<file path="config.mk">
export PLATFORM = sky130hd
export DESIGN_NAME = data_receiver
export DESIGN_NICKNAME = d
export VERILOG_FILES = /design/src/rtl/data_receiver_pkg.sv /design/src/rtl/data_receiver_line_synchronizer.sv /design/src/rtl/data_receiver.sv
export SDC_FILE = /design/constraint.sdc
export NUM_CORES = 1
export LEC_CHECK = 0
export CAP_MARGIN = 20
export CORE_UTILIZATION = 50
export DETAILED_ROUTE_END_ITERATION = 16
export GPL_TIMING_DRIVEN = 0
export PLACE_DENSITY = 0.8
export SLEW_MARGIN = 25
export SYNTH_ARGS = -nofsm -noshare
export SYNTH_HDL_FRONTEND = slang
export SYNTH_SLANG_ARGS = --single-unit
</file>
<file path="constraint.sdc">
create_clock -name clk -period 4.45 [get_ports clk]
set_clock_uncertainty 0.15 [all_clocks]
set_input_delay 0.89 -clock clk [delete_from_list [all_inputs] [get_ports clk]]
set_output_delay 0.89 -clock clk [all_outputs]
set_load 0.005 [all_outputs]
</file>
<file path="src/rtl/data_receiver_pkg.sv">
`default_nettype none
// ----------------------------------------------------------------------------
// Module  : data_receiver_pkg
// Brief   : Shared frame constants and FSM encodings (DATA_RECEIVER_TIMEOUT_EN adds ST_DRAIN)
// Revision: 1.0
// ----------------------------------------------------------------------------
package data_receiver_pkg;

  localparam int unsigned c_frame_width    = 64;
  localparam int unsigned c_timeout_cycles = 1000;

  typedef enum logic [1:0] {
    ST_IDLE    = 2'd0,
    ST_RECEIVE = 2'd1
`ifdef DATA_RECEIVER_TIMEOUT_EN
    ,
    ST_DRAIN   = 2'd2
`endif
  } state_t;

endpackage
`default_nettype wire

</file>
<file path="src/rtl/data_receiver_line_synchronizer.sv">
`default_nettype none
// ----------------------------------------------------------------------------
// Module  : data_receiver_line_synchronizer
// Brief   : 2-FF synchroniser plus history FF for one link line; level/rise/fall
// Revision: 1.0
// ----------------------------------------------------------------------------
module data_receiver_line_synchronizer (
  input  logic clk,
  input  logic rst,
  input  logic line,
  output logic level,
  output logic rise,
  output logic fall
);

  logic       r_s1;
  logic       r_s2;
  logic       r_s3;
  logic [1:0] r_fill;
  logic       w_primed;

  always_ff @(posedge clk or negedge rst) begin
    if (!rst) begin
      r_s1   <= 1'b0;
      r_s2   <= 1'b0;
      r_s3   <= 1'b0;
      r_fill <= 2'd0;
    end else begin
      r_s1 <= line;
      r_s2 <= r_s1;
      r_s3 <= r_s2;
      if (r_fill != 2'd3) begin
        r_fill <= r_fill + 2'd1;
      end
    end
  end

  // Edges are masked until the pipe holds real samples, so a line already
  // high when reset releases is not mistaken for a rising edge.
  assign w_primed = (r_fill == 2'd3);
  assign level    = r_s2;
  assign rise     = w_primed & r_s2 & ~r_s3;
  assign fall     = w_primed & ~r_s2 & r_s3;

endmodule
`default_nettype wire

</file>
<file path="src/rtl/data_receiver.sv">
`default_nettype none
// ----------------------------------------------------------------------------
// Module  : data_receiver
// Brief   : Three-wire serial link receiver, MSB-first WIDTH-bit frames; optional
//           stall timeout under DATA_RECEIVER_TIMEOUT_EN
// Revision: 1.0
// ----------------------------------------------------------------------------
module data_receiver
  import data_receiver_pkg::*;
#(
  parameter int unsigned WIDTH          = c_frame_width,
  parameter int unsigned TIMEOUT_CYCLES = c_timeout_cycles
) (
  input  logic             clk,
  input  logic             rst,
  input  logic             transmission,
  input  logic             clock,
  input  logic             data,
  output logic [WIDTH-1:0] out_data,
  output logic             valid,
  output logic             busy,
  output logic             frame_error
);

  localparam int unsigned c_count_w = $clog2(WIDTH + 2);
  localparam logic [c_count_w-1:0] c_count_one  = c_count_w'(1);
  localparam logic [c_count_w-1:0] c_count_full = c_count_w'(WIDTH);
  localparam logic [c_count_w-1:0] c_count_max  = c_count_w'(WIDTH + 1);

  logic [2:0] w_line;
  logic [2:0] w_level;
  logic [2:0] w_rise;
  logic [2:0] w_fall;
  logic       w_unused;

  assign w_line = {transmission, clock, data};

  for (genvar gi = 0; gi < 3; gi++) begin : g_sync
    data_receiver_line_synchronizer u_sync (
      .clk   (clk),
      .rst   (rst),
      .line  (w_line[gi]),
      .level (w_level[gi]),
      .rise  (w_rise[gi]),
      .fall  (w_fall[gi])
    );
  end

  logic w_tx_rise;
  logic w_tx_fall;
  logic w_clk_rise;
  logic w_data;

  assign w_tx_rise  = w_rise[2];
  assign w_tx_fall  = w_fall[2];
  assign w_clk_rise = w_rise[1];
  assign w_data     = w_level[0];
  assign w_unused   = &{1'b0, w_level[2:1], w_rise[0], w_fall[1:0]};

  state_t               r_state;
  state_t               w_state_nxt;
  logic [WIDTH-1:0]     r_shift;
  logic [WIDTH-1:0]     w_shift_nxt;
  logic [c_count_w-1:0] r_count;
  logic [c_count_w-1:0] w_count_nxt;
  logic [WIDTH-1:0]     r_out_data;
  logic [WIDTH-1:0]     w_out_nxt;
  logic                 r_valid;
  logic                 w_valid_nxt;
  logic                 r_frame_error;
  logic                 w_error_nxt;

`ifdef DATA_RECEIVER_TIMEOUT_EN
  localparam int unsigned c_timer_w = $clog2(TIMEOUT_CYCLES + 1);
  localparam logic [c_timer_w-1:0] c_timer_limit = c_timer_w'(TIMEOUT_CYCLES);

  logic [c_timer_w-1:0] r_timer;
  logic [c_timer_w-1:0] w_timer_nxt;

  always_ff @(posedge clk or negedge rst) begin
    if (!rst) begin
      r_timer <= '0;
    end else begin
      r_timer <= w_timer_nxt;
    end
  end
`else
  localparam int unsigned c_unused_timeout = TIMEOUT_CYCLES;
`endif

  always_ff @(posedge clk or negedge rst) begin
    if (!rst) begin
      r_state       <= ST_IDLE;
      r_shift       <= '0;
      r_count       <= '0;
      r_out_data    <= '0;
      r_valid       <= 1'b0;
      r_frame_error <= 1'b0;
    end else begin
      r_state       <= w_state_nxt;
      r_shift       <= w_shift_nxt;
      r_count       <= w_count_nxt;
      r_out_data    <= w_out_nxt;
      r_valid       <= w_valid_nxt;
      r_frame_error <= w_error_nxt;
    end
  end

  always_comb begin
    w_state_nxt = r_state;
    w_shift_nxt = r_shift;
    w_count_nxt = r_count;
    w_out_nxt   = r_out_data;
    w_valid_nxt = 1'b0;
    w_error_nxt = 1'b0;
`ifdef DATA_RECEIVER_TIMEOUT_EN
    w_timer_nxt = '0;
`endif
    case (r_state)
      ST_IDLE: begin
        // A bit clock edge coincident with frame start is taken as bit 0.
        if (w_tx_rise) begin
          w_state_nxt = ST_RECEIVE;
          w_shift_nxt = w_clk_rise ? {{(WIDTH-1){1'b0}}, w_data} : '0;
          w_count_nxt = w_clk_rise ? c_count_one : '0;
        end
      end
      ST_RECEIVE: begin
        if (w_clk_rise) begin
          w_shift_nxt = {r_shift[WIDTH-2:0], w_data};
          w_count_nxt = (r_count == c_count_max) ? r_count : r_count + 1'b1;
        end
        // The length check sees a bit arriving in the same cycle as frame end.
        if (w_tx_fall) begin
          w_state_nxt = ST_IDLE;
          if (w_count_nxt == c_count_full) begin
            w_out_nxt   = w_shift_nxt;
            w_valid_nxt = 1'b1;
          end else begin
            w_error_nxt = 1'b1;
          end
        end
`ifdef DATA_RECEIVER_TIMEOUT_EN
        else begin
          w_timer_nxt = w_clk_rise ? '0 : r_timer + 1'b1;
          if (w_timer_nxt == c_timer_limit) begin
            w_error_nxt = 1'b1;
            w_state_nxt = ST_DRAIN;
          end
        end
`endif
      end
`ifdef DATA_RECEIVER_TIMEOUT_EN
      ST_DRAIN: begin
        if (w_tx_fall) begin
          w_state_nxt = ST_IDLE;
        end
      end
`endif
      default: begin
        w_state_nxt = ST_IDLE;
      end
    endcase
  end

  assign out_data    = r_out_data;
  assign valid       = r_valid;
  assign frame_error = r_frame_error;
  assign busy        = (r_state != ST_IDLE);

endmodule
`default_nettype wire

</file>
Word level (Yosys, flattened, before mapping)
Cells that the tools add are included.

word-level totals
  input port bits = 5
  register bits = 151
  output and inout port bits = 67
  logic and storage cells = 62

operators by class
  mux-type cells = 19
  equal/unequal tests = 9
  bitwise logic cells = 9
  add/sub/neg operators = 3
  reduce and logical (&&, ||, !) cells = 6

operator list
  operator                                                number
  two-way mux 64 bit                                      2
  case mux 64 bit (2 select lines)                        1
  two-way mux 7 bit                                       4
  == test 7 bit (second input constant)                   2
  case mux 7 bit (2 select lines)                         1
  two-way mux 1 bit                                       8
  adder 7 x 1 -> 7 bit (second input constant)            1
  AND 1 bit                                               6
  adder 2 x 1 -> 2 bit (second input constant)            2
  == test 2 bit (second input constant)                   2
  two-way mux 2 bit                                       2
  inequality test 2 x 1 -> 1 bit (second input constant)  2
  inequality test 2 bit (second input constant)           2
  case mux 2 bit (2 select lines)                         1
  AND reduction 2 bit                                     2
  nonzero test 2 bit                                      2
  NOT 1 bit                                               3
  AND reduction 3 bit                                     1
  == test 2 x 1 -> 1 bit (second input constant)          1
  zero test 2 bit                                         1

Depth between registers and ports, before layout
Gate-level depths: netlist (run 1).

  word-level depth = 9
  gate-level depth with buffers = 10
  mapped depth without buffers = 8

Modules after synthesis
A second synthesis (run 1) with hierarchy kept.

second synthesis, totals
  cell total of the unflattened synthesis = 469
  area, all modules = 6,860.3 um^2

by module, submodules not included
  module                           sequential area each (um^2)  area an instance (um^2)  cells each  instances
  data_receiver                    3,453.3                      6,316.1                  439         1
  data_receiver_line_synchronizer  125.1                        181.4                    10          3

Worst setup path before layout (run 1)
Ideal clock, no wire load.

  path type = flip-flop to flip-flop
  start point = reg r_count[0]
  end point = reg r_out_data[14], in the netlist out_data[14]
  clock period less this slack = 2,814 ps
  stages on the path, launching flop included = 10
  path slack = 1,636 ps
  arrival time = 2,536 ps
  data required time = 4,173 ps
  path buffers = 2
  setup time = 127 ps
  path through = dfrtp_1 > ha_1 > nor4bb_2 > a21o_1 > or4_1 > a221o_1 > nor2_1 > buf_4 > buf_6 > mux2_1

on the way
  word-level cells in the longest chain between the ends = 6
  elaborated cells on any way between the ends = 7
  classes of those cells = 1 x add/sub; 2 x eq/ne; 3 x mux; 1 x reduce/logical

ends and longest elaborated chain
  what                                                   line                  source
  from (decl)                                            data_receiver.sv:64   logic [c_count_w-1:0] r_count;
  from (signal assigned)                                 data_receiver.sv:102  r_count <= w_count_nxt;
  adder 7 x 1 -> 7 bit or == test 7 bit (tied branches)  data_receiver.sv:131  w_count_nxt = (r_count == c_count_max) ? r_count : r_count + 1'b1;
  two-way mux 7 bit                                      data_receiver.sv:131
  two-way mux 7 bit *                                    data_receiver.sv:129  if (w_clk_rise) begin
  two-way mux 7 bit *                                    data_receiver.sv:119  case (r_state)
  == test 7 bit *                                        data_receiver.sv:136  if (w_count_nxt == c_count_full) begin
  AND reduction 3 bit (no line) *                        -
  to (signal assigned)                                   data_receiver.sv:103  r_out_data <= w_out_nxt;
  to (decl)                                              data_receiver.sv:66   logic [WIDTH-1:0] r_out_data;

Mark *: on every way between the ends. The rest lies on a longest branch, timed or not. The select of a mux whose other input is x is not followed.
A chain may end at the register's enable or synchronous reset.

Worst setup path after layout (run 1)
  start point = reg r_count[0]
  end point = reg r_out_data[62], in the netlist out_data[62]

The elaborated chain is that of the path after synthesis.

==> results of run 1 <==
==> power breakdown <==
group / internal (mW) / switching (mW) / total, mW
registers: 1.40 / 0.0348 / 1.43
clock network: 0.692 / 0.506 / 1.20
logic: 0.0785 / 0.162 / 0.240
==> per-layer routing <==
metal	wire (µm)	up-vias	track usage (%)
met3	554	19	5.71
met5	0	-	0
met1	5870	2310	28.7
met2	6190	102	34.2
li1	-	2247	-
met4	224	0	8.03
==> layout make-up <==
class / count / area, µm²
multi-input cells: 413 / 2560
clock inverters: 6 / 33.8
inverters: 2 / 7.51
clock buffers: 22 / 444
flip-flops and latches: 150 / 3750
repair buffers: 72 / 743
well taps: 172 / 215
fillers: 1019 / 4700
plain buffers: 43 / 209
==> flip-flops by register name (all words and copies together) (netlist names) <==
| name | count |
|---|---|
| g_sync.u_sync.r_fill | 4 |
| g_sync.u_sync.r_s3 | 2 |
| r_count | 7 |
| frame_error | 1 |
| g_sync.u_sync.level | 3 |
| r_state | 1 |
| g_sync.u_sync.r_s1 | 3 |
| out_data | 64 |
| r_shift | 64 |
| valid | 1 |
==> worst paths after layout <==
kind / start / endpoint / cells after the start
max in group asynchronous: rst / r_shift[6] / 2
min in group asynchronous: rst / out_data[39] / 1
min reg2reg: g_sync[0].u_sync.r_s1 / g_sync[0].u_sync.level / 0
min: g_sync[0].u_sync.r_s1 / g_sync[0].u_sync.level / 0
max: r_count[0] / out_data[62] / 9
max reg2reg: r_count[0] / out_data[62] / 9
==> worst max-delay path: stages, from the launching register on <==
cell,delay (ns)
dfrtp_1,0.48
ha_1,0.23
nor4bb_2,0.19
a21o_1,0.23
or4_1,0.48
a221o_1,0.34
nor2_1,0.18
buf_4,0.27
buf_6,0.21
mux2_1,0.35
==> per-stage QoR <==
stage / setup TNS [ns] / utilization [%] / instance area [µm²] / setup slack [ns]
2_1_floorplan: 0 / - / 6530 / 1.64
3_3_place_gp: -482.70 / 58.9 / 7460 / -3.23
3_5_place_dp: 0 / 59.1 / 7490 / 1.23
4_1_cts: 0 / 62.9 / 7970 / 1.21
5_1_grt: 0 / 62.9 / 7970 / 1.07
6_report: 0 / 62.9 / 7970 / 1.21
==> cell families (layout without fill, tap and decap cells) <==
group                      after synthesis  in the layout  share of synthesized area, %
AOI/OAI and AO/OA                       83             83                          10.0
xor gates and xnor gates                 7              7                         0.939
adders and majority gates                4              4                         0.766
buffers and inverters                   45            145                          3.31
DFF                                    150            150                          57.5
muxes                                   68             68                          11.7
and+or+nand+nor                        251            251                          15.8
==> cells in the final DEF (no fill, tap or decap), drive strengths merged, types with 3 or more instances in the layout <==
cell type,count
xnor2,5
clkdlybuf4s50,70
clkbuf,45
mux2,66
nor2,6
a21oi,3
nand2,219
buf,22
a22o,57
ha,4
nand3,4
o21ai,15
dfrtp,150
clkinv,6
==> results.toml, run 1 <==
[floorplanning]
core_mm2 = 0.0127
dieArea_mm2 = 0.0135
io_pins = 72
die_x_um = 116
die_height_um = 116
start_util_pct = 51.5
rows = 41

[synthesis]
syn_area_mm2 = 0.00653
ys_types = 43
yosysSeqAreaShare_pct = 57.5
synth_edf_count = 0
async_flop_share_pct = 100
avgSynthCellArea_um2 = 10.7
synth_top_cell_area_share_pct = 57.5
synthTopCellsByArea = "dfrtp_1 57%, nand2_1 13%, mux2_1 8.4%"
syn-instance-count = 608
synth_top_cell_by_area = "dfrtp_1"
ys_warn_count = 0
yosys-top-cells-count = "219 x nand2_1, 150 x dfrtp_1, 57 x a22o_1"
syn_nets = 617
ys_ff_latch = 150
yosys_most_used_dff = "dfrtp_1"
yosysMostFrequentCell = "nand2_1"

[drt]
vias_per_cell = 5.32
avgRoutedWirePerCell_um = 14.6
drtIter0Drc = 315
drt-total-wl_mm = 12.8
first_pass_iters = 6
ant_nets = 0
num_vias = 4678
drcViolationCount = 0

[placement]
gp_congestion = 0.842
placedCellCount = 852
port_buffers = 71
dp_hpwl_mm = 8.62

[sta]
hold_slack_ns = 0.200
slew_viol_final = 0
fmax_mhz = 308
period_share_pct = 72.9
finalSetupViolCount = 0
report.final.hold_viol_count = 0
rsz0062_at_grt = "false"
layout_min_cycle_time_ns = 3.24
maxSlewHeadroom_pct = 57.9
tightest_slew_ns = 0.632

[power]
p_per_area_mw_per_mm2 = 360
p_leak_nw = 3.96
peakVddDrop_mv = 0.204
total_power_mw = 2.87

[run_status]
status = "completed"

[final_layout]
n_antenna_cell = 0
syn_to_final_growth_pct = 22.0
layout.nets = 708
layoutNonFillerInstCount = 880
drive_above_1_share_pct = 7.91

[worst_setup_path]
worstSetupEndpointType = "register"
rrSetupSlack_ns = 1.21
path_max_fanout = 10
crit_type = "register to register"
start_kind = "register"
critPathArrivalTime_ns = 3.39
cp.required_ns = 4.60

[global_route]
antenna_found_initial = 0
grtUsageTotal_pct = 21.6
grt_pass1_vias = 4555
grt-ovfl-total = 0
grt_max_degree = 78
grt_pass1_wl_mm = 22.0

[clocking]
clk-insertion-delay-late_ns = 0.42
clk_pin_slew_ns = 0.06
cts_buffers = 17
htreeDepth = 4
cts_buffer_depth = 2
cts_tree = "yes"
cts_sinks = 150
cts-root-buf = "clkbuf_16"
ctsHoldBuffers = 0
postCtsSetupBuffers = 0
cts-resized-gates = 0

[run]
cap_violations = 0

[min_path]
min_path_type = "register to register"
(Power assumes the default switching activity.)
==> inputs of run 2 (changes only) <==
- clock period: 4.45 -> 3 ns (I/O delays scaled with it)
==> run 2 against run 1 <==
Effect of this change: first-iteration DRC count down 0.63%; critical path depth unchanged; sequential cell count unchanged; combinational power up 85%; via count up 2.8%; clock power up 49%; cell area up 5.0%; worst hold slack about the same; sequential share of layout area down 2.2 points; critical path type unchanged; highest routed layer unchanged.
==> results.toml, run 2 (synthesized netlist as in run 1, its figures left out) <==
[run_status]
status = "completed"

[clocking]
htreeDepth = 4
clk_pin_slew_ns = 0.06
cts_buffer_depth = 2
cts_sinks = 150
clk-insertion-delay-late_ns = 0.43
cts_buffers = 17
cts_tree = "yes"
cts-root-buf = "clkbuf_16"

[worst_setup_path]
worstRegToRegCells = 9
crit_type = "register to register"
worst-path-buf-inv = 2
path_max_fanout = 7
regToRegStartpoint = "g_sync[1].u_sync.r_fill[0]"
worstSetupEndpointType = "register"
crit_chain = "ha_4, nand3b_4, a21o_1, or4_1, a221o_1, nor2_4, clkbuf_16, buf_8, mux2_1"
rrSetupSlack_ns = 0.02
critPathTopFamily = "simple AND/OR/NAND/NOR gates"
start_kind = "register"
slowest_stage = "or4_1"
cp.required_ns = 3.15
cp_slowest_stage_delay_ns = 0.51
r2r_end = "out_data[38]"
critPathArrivalTime_ns = 3.13

[final_layout]
n_antenna_cell = 0
design_area_mm2 = 0.00837
finish.utilization_pct = 66.1
drive_above_1_share_pct = 14.4
syn_to_final_growth_pct = 28.1
layout_common_cells = "219 x nand2_1, 149 x dfrtp_1, 70 x clkdlybuf4s50_1, 57 x a22o_1, 29 x mux2_4"
mostFrequentLayoutCell = "nand2_1"
layout.nets = 722

[placement]
dp_hpwl_mm = 8.62
port_buffers = 71
gp_congestion = 0.842
pre_cts_slack_ns = -0.223
placed_area_mm2 = 0.00749

[floorplanning]
io_pins = 72
die_height_um = 116
rows = 41
die_x_um = 116
dieArea_mm2 = 0.0135
core_mm2 = 0.0127
start_util_pct = 51.5

[global_route]
grtUsageTotal_pct = 22.2
grt_pass1_vias = 4605
grt_pass1_wl_mm = 22.5
grt-ovfl-total = 0
antenna_found_initial = 0
grt_max_degree = 78

[sta]
layout_setup_ws_ns = 0.0181
slew_viol_final = 0
tightest_slew_ns = 0.623
period_share_pct = 99.4
rsz0062_at_grt = "true"
layout_min_cycle_time_ns = 2.98
finalSetupViolCount = 0
report.final.hold_viol_count = 0
fmax_mhz = 335
maxSlewHeadroom_pct = 58.5

[min_path]
min_path_type = "register to register"
hold_end = "g_sync[0].u_sync.level"
hold_path_startpoint = "g_sync[0].u_sync.r_s1"
whs_path_depth = 0

[run]
cap_violations = 0

[drt]
vias_per_cell = 5.38
first_pass_iters = 5
drcViolationCount = 0
avgRoutedWirePerCell_um = 15.7
num_vias = 4810
ant_nets = 0
drt-total-wl_mm = 14.0
drtIter0Drc = 313

[power]
total_power_mw = 4.35
p_per_area_mw_per_mm2 = 520
p_leak_nw = 4.06
peakVddDrop_mv = 0.306
==> run 2: cell count changes in the layout (fill, tap and decap cells not counted), moves of 3 or more <==
| cell | change |
|---|---|
| mux2_4 | +29 |
| buf_6 | -4 |
| buf_12 | +4 |
| clkbuf_16 | +3 |
| mux2_1 | -29 |
| buf_4 | +8 |
==> run 2: worst register-to-register path, cell delays in order (launching register included) <==
cell       delay (ns)
dfrtp_1          0.40
ha_4             0.19
nand3b_4         0.14
a21o_1           0.22
or4_1            0.51
a221o_1          0.37
nor2_4           0.22
clkbuf_16        0.21
buf_8            0.12
mux2_1           0.33
==> run 2: final cells by class <==
type | instances | area [µm²]
tap | 172 | 215
sequential | 150 | 3750
multi-input combinational | 413 | 2730
timing repair buffer | 87 | 935
inverter | 2 | 7.51
clock buffer | 22 | 444
buffer | 42 | 253
fill | 968 | 4300
clock inverter | 6 | 33.8
==> run 2: repair_timing <==
action | CTS | global route
gates resized for setup | 13 | 42
setup buffers | 6 | 5
endpoints found under the setup margin | 64 | 74
hold buffers | 1 | 0
gates cloned | 1 | 3
endpoints found under the hold margin | 1 | 0
pin swaps | 3 | 4
==> run 2: worst max-delay path by stage <==
stage                                          start      endpoint  cells after the start
final                     g_sync[1].u_sync.r_fill[0]  out_data[38]                      9
after global routing                      r_count[1]  out_data[38]                     10
after CTS                                 r_count[0]  out_data[59]                      9
after detailed placement                  r_count[0]  out_data[62]                      9
after global placement                           rst   out_data[6]                      1
after floorplan                           r_count[0]  out_data[14]                      9
==> run 2: through the flow <==
stage	TNS (ns)	instances	hold WS [ns]
floorplan	0	608	0.154
global placement	-665.44	851	0.183
detailed placement	-9.24	852	0.192
CTS	0	887	0.205
global route	-1.03	894	0.216
finish	0	894	0.200
==> run 2: per-layer routing <==
metal	vias to the layer above	track usage [%]	routed length (µm)
met2	133	36.0	6880
li1	2274	-	-
met3	17	5.71	702
met1	2386	28.8	6200
met4	0	7.95	201
met5	-	0	0
==> run 2: power breakdown <==
group	total, mW	internal [mW]	switching [mW]
registers	2.12	2.07	0.0457
logic	0.444	0.163	0.281
clock network	1.79	1.03	0.764
==> inputs of run 3 (changes only) <==
--- a/config.mk
+++ b/config.mk
@@ -7,3 +7,5 @@
 export LEC_CHECK = 0
+export ABC_CLOCK_PERIOD_IN_PS = 3000
 export CAP_MARGIN = 20
+export CORE_MARGIN = 10
 export CORE_UTILIZATION = 50
--- a/constraint.sdc
+++ b/constraint.sdc
@@ -4,2 +4,2 @@
 set_output_delay 0.6 -clock clk [all_outputs]
-set_load 0.005 [all_outputs]
+set_load 0.1 [all_outputs]
==> run 3 against run 2 <==
Effect of this change: clock-buffer cell count increased by 2; global-route usage decreased by 5.3 points; sequential power about the same; sequential cell count unchanged; sequential share of layout area increased by 0.21 points; core utilization decreased by 0.55 points; via count increased by 1.4%; setup slack improved by 0.064 ns; non-clock buffer count decreased by 7; die area increased by 33%; critical path depth unchanged; wire length increased by 5.5%.
==> results.toml, run 3 (synthesized netlist as in run 1, its figures left out) <==
[worst_setup_path]
critPathTopFamily = "simple AND/OR/NAND/NOR gates"
path_max_fanout = 8
start_kind = "register"
crit_type = "register to register"
critPathArrivalTime_ns = 3.07
cp_slowest_stage_delay_ns = 0.43
cp.required_ns = 3.15
crit_chain = "buf_4, ha_1, and3_1, or4_1, a221o_1, nor2_4, buf_12, clkbuf_16, mux2_1"
worst-path-buf-inv = 3
slowest_stage = "dfrtp_2"
worstSetupEndpointType = "register"

[drt]
drt-total-wl_mm = 14.8
first_pass_iters = 5
num_vias = 4878
ant_nets = 0
avgRoutedWirePerCell_um = 16.6
drtIter0Drc = 393
drcViolationCount = 0
vias_per_cell = 5.48

[power]
pwr-share-seq_pct = 43.1
p_clk_share_pct = 48.0
swShare_pct = 23.1
p_per_area_mw_per_mm2 = 589
power.internal_mw = 3.77
combPwrFrac_pct = 8.9
power.switching_mw = 1.14
total_power_mw = 4.91
p_leak_nw = 4.10
peakVddDrop_mv = 0.318

[final_layout]
layout.nets = 715
drive_above_1_share_pct = 10.4
fillers = 1022
n_antenna_cell = 0
syn_to_final_growth_pct = 27.6
mostFrequentLayoutCell = "nand2_1"
layout_common_cells = "219 x nand2_1, 148 x dfrtp_1, 70 x clkdlybuf4s50_1, 57 x a22o_1, 48 x mux2_1"
finish.utilization_pct = 65.5

[floorplanning]
start_util_pct = 51.3
core_mm2 = 0.0127
die_x_um = 134
die_height_um = 134
io_pins = 72
dieArea_mm2 = 0.0180
rows = 41

[placement]
dp_hpwl_mm = 10.0
port_buffers = 71
gp_congestion = 0.795
pre_cts_slack_ns = -0.242

[sta]
report.final.hold_viol_count = 0
period_share_pct = 97.3
rsz0062_at_grt = "true"
finalSetupViolCount = 0
tightest_slew_ns = 0.988
layout_min_cycle_time_ns = 2.92
slew_viol_final = 0
maxSlewHeadroom_pct = 33.9
fmax_mhz = 343
layout_setup_ws_ns = 0.0818

[global_route]
grt_pass1_vias = 4953
grt_max_degree = 81
grt_pass1_wl_mm = 24.7
antenna_found_initial = 0
grt-ovfl-total = 0
grtUsageTotal_pct = 16.8

[run_status]
status = "completed"

[clocking]
cts_buffer_depth = 2
cts_sinks = 150
clk_pin_slew_ns = 0.06
cts-root-buf = "clkbuf_16"
cts_buffers = 17
htreeDepth = 4
clk-insertion-delay-late_ns = 0.42
cts_tree = "yes"

[run]
cap_violations = 0

[min_path]
min_path_type = "register to register"
==> run 3: what timing repair did <==
action / CTS / global route
pin swaps: 1 / 2
gates cloned: 0 / 2
gates resized for setup: 8 / 19
buffers inserted: 3 / 1
hold buffers: 1 / 0
setup endpoints to repair: 64 / 84
endpoints found under the hold margin: 7 / 0
==> run 3: routing by layer <==
metal | up-vias | global-route usage, % | part of all wire (%)
li1 | 2265 | - | -
met1 | 2479 | 20.9 | 44
met2 | 111 | 26.7 | 49
met3 | 23 | 5.38 | 5.4
met4 | 0 | 6.53 | 1.8
met5 | - | 0 | 0
==> run 3: worst paths after layout <==
check / from / to / slack, ns / cells past startpoint
max reg2reg: r_count[0] / out_data[28] / 0.08 / 9
max in group asynchronous: rst / r_count[0] / 1.34 / 3
max: r_count[0] / out_data[28] / 0.08 / 9
min reg2reg: g_sync[2].u_sync.r_s1 / g_sync[2].u_sync.level / 0.20 / 0
min in group asynchronous: rst / out_data[40] / 0.58 / 2
min: g_sync[2].u_sync.r_s1 / g_sync[2].u_sync.level / 0.20 / 0
==> run 3: stage by stage <==
| stage | TNS (ns) | area [µm²] | instances | hold slack (ns) |
|---|---|---|---|---|
| after detailed placement | -10.82 | 7490 | 852 | 0.186 |
| after global placement | -677.80 | 7460 | 851 | 0.185 |
| final | 0 | 8330 | 890 | 0.197 |
| after global routing | -0.271 | 8330 | 890 | 0.212 |
| after floorplan | 0 | 6530 | 608 | 0.154 |
| after CTS | -0.0187 | 8210 | 887 | 0.200 |
==> run 3: power groups by stage <==
stage               sequential, mW  clock, mW  combinational (mW)
finish                        2.12       2.35               0.437
global route                  2.12       2.48               0.487
CTS                           2.11       2.39               0.430
detailed placement            2.16          0               0.392
global placement              2.16          0               0.382
floorplan                     2.17          0               0.232
==> run 3: layout make-up <==
| type | count | area, µm² | share of cell area, % |
|---|---|---|---|
| Buffer | 43 | 255 | 3.06 |
| Clock buffer | 24 | 492 | 5.90 |
| Clock inverter | 7 | 166 | 2.00 |
| Inverter | 2 | 7.51 | 0.0901 |
| Multi-Input combinational cell | 413 | 2600 | 31.2 |
| Sequential cell | 150 | 3760 | 45.1 |
| Tap cell | 172 | 215 | 2.58 |
| Timing Repair Buffer | 79 | 837 | 10.0 |
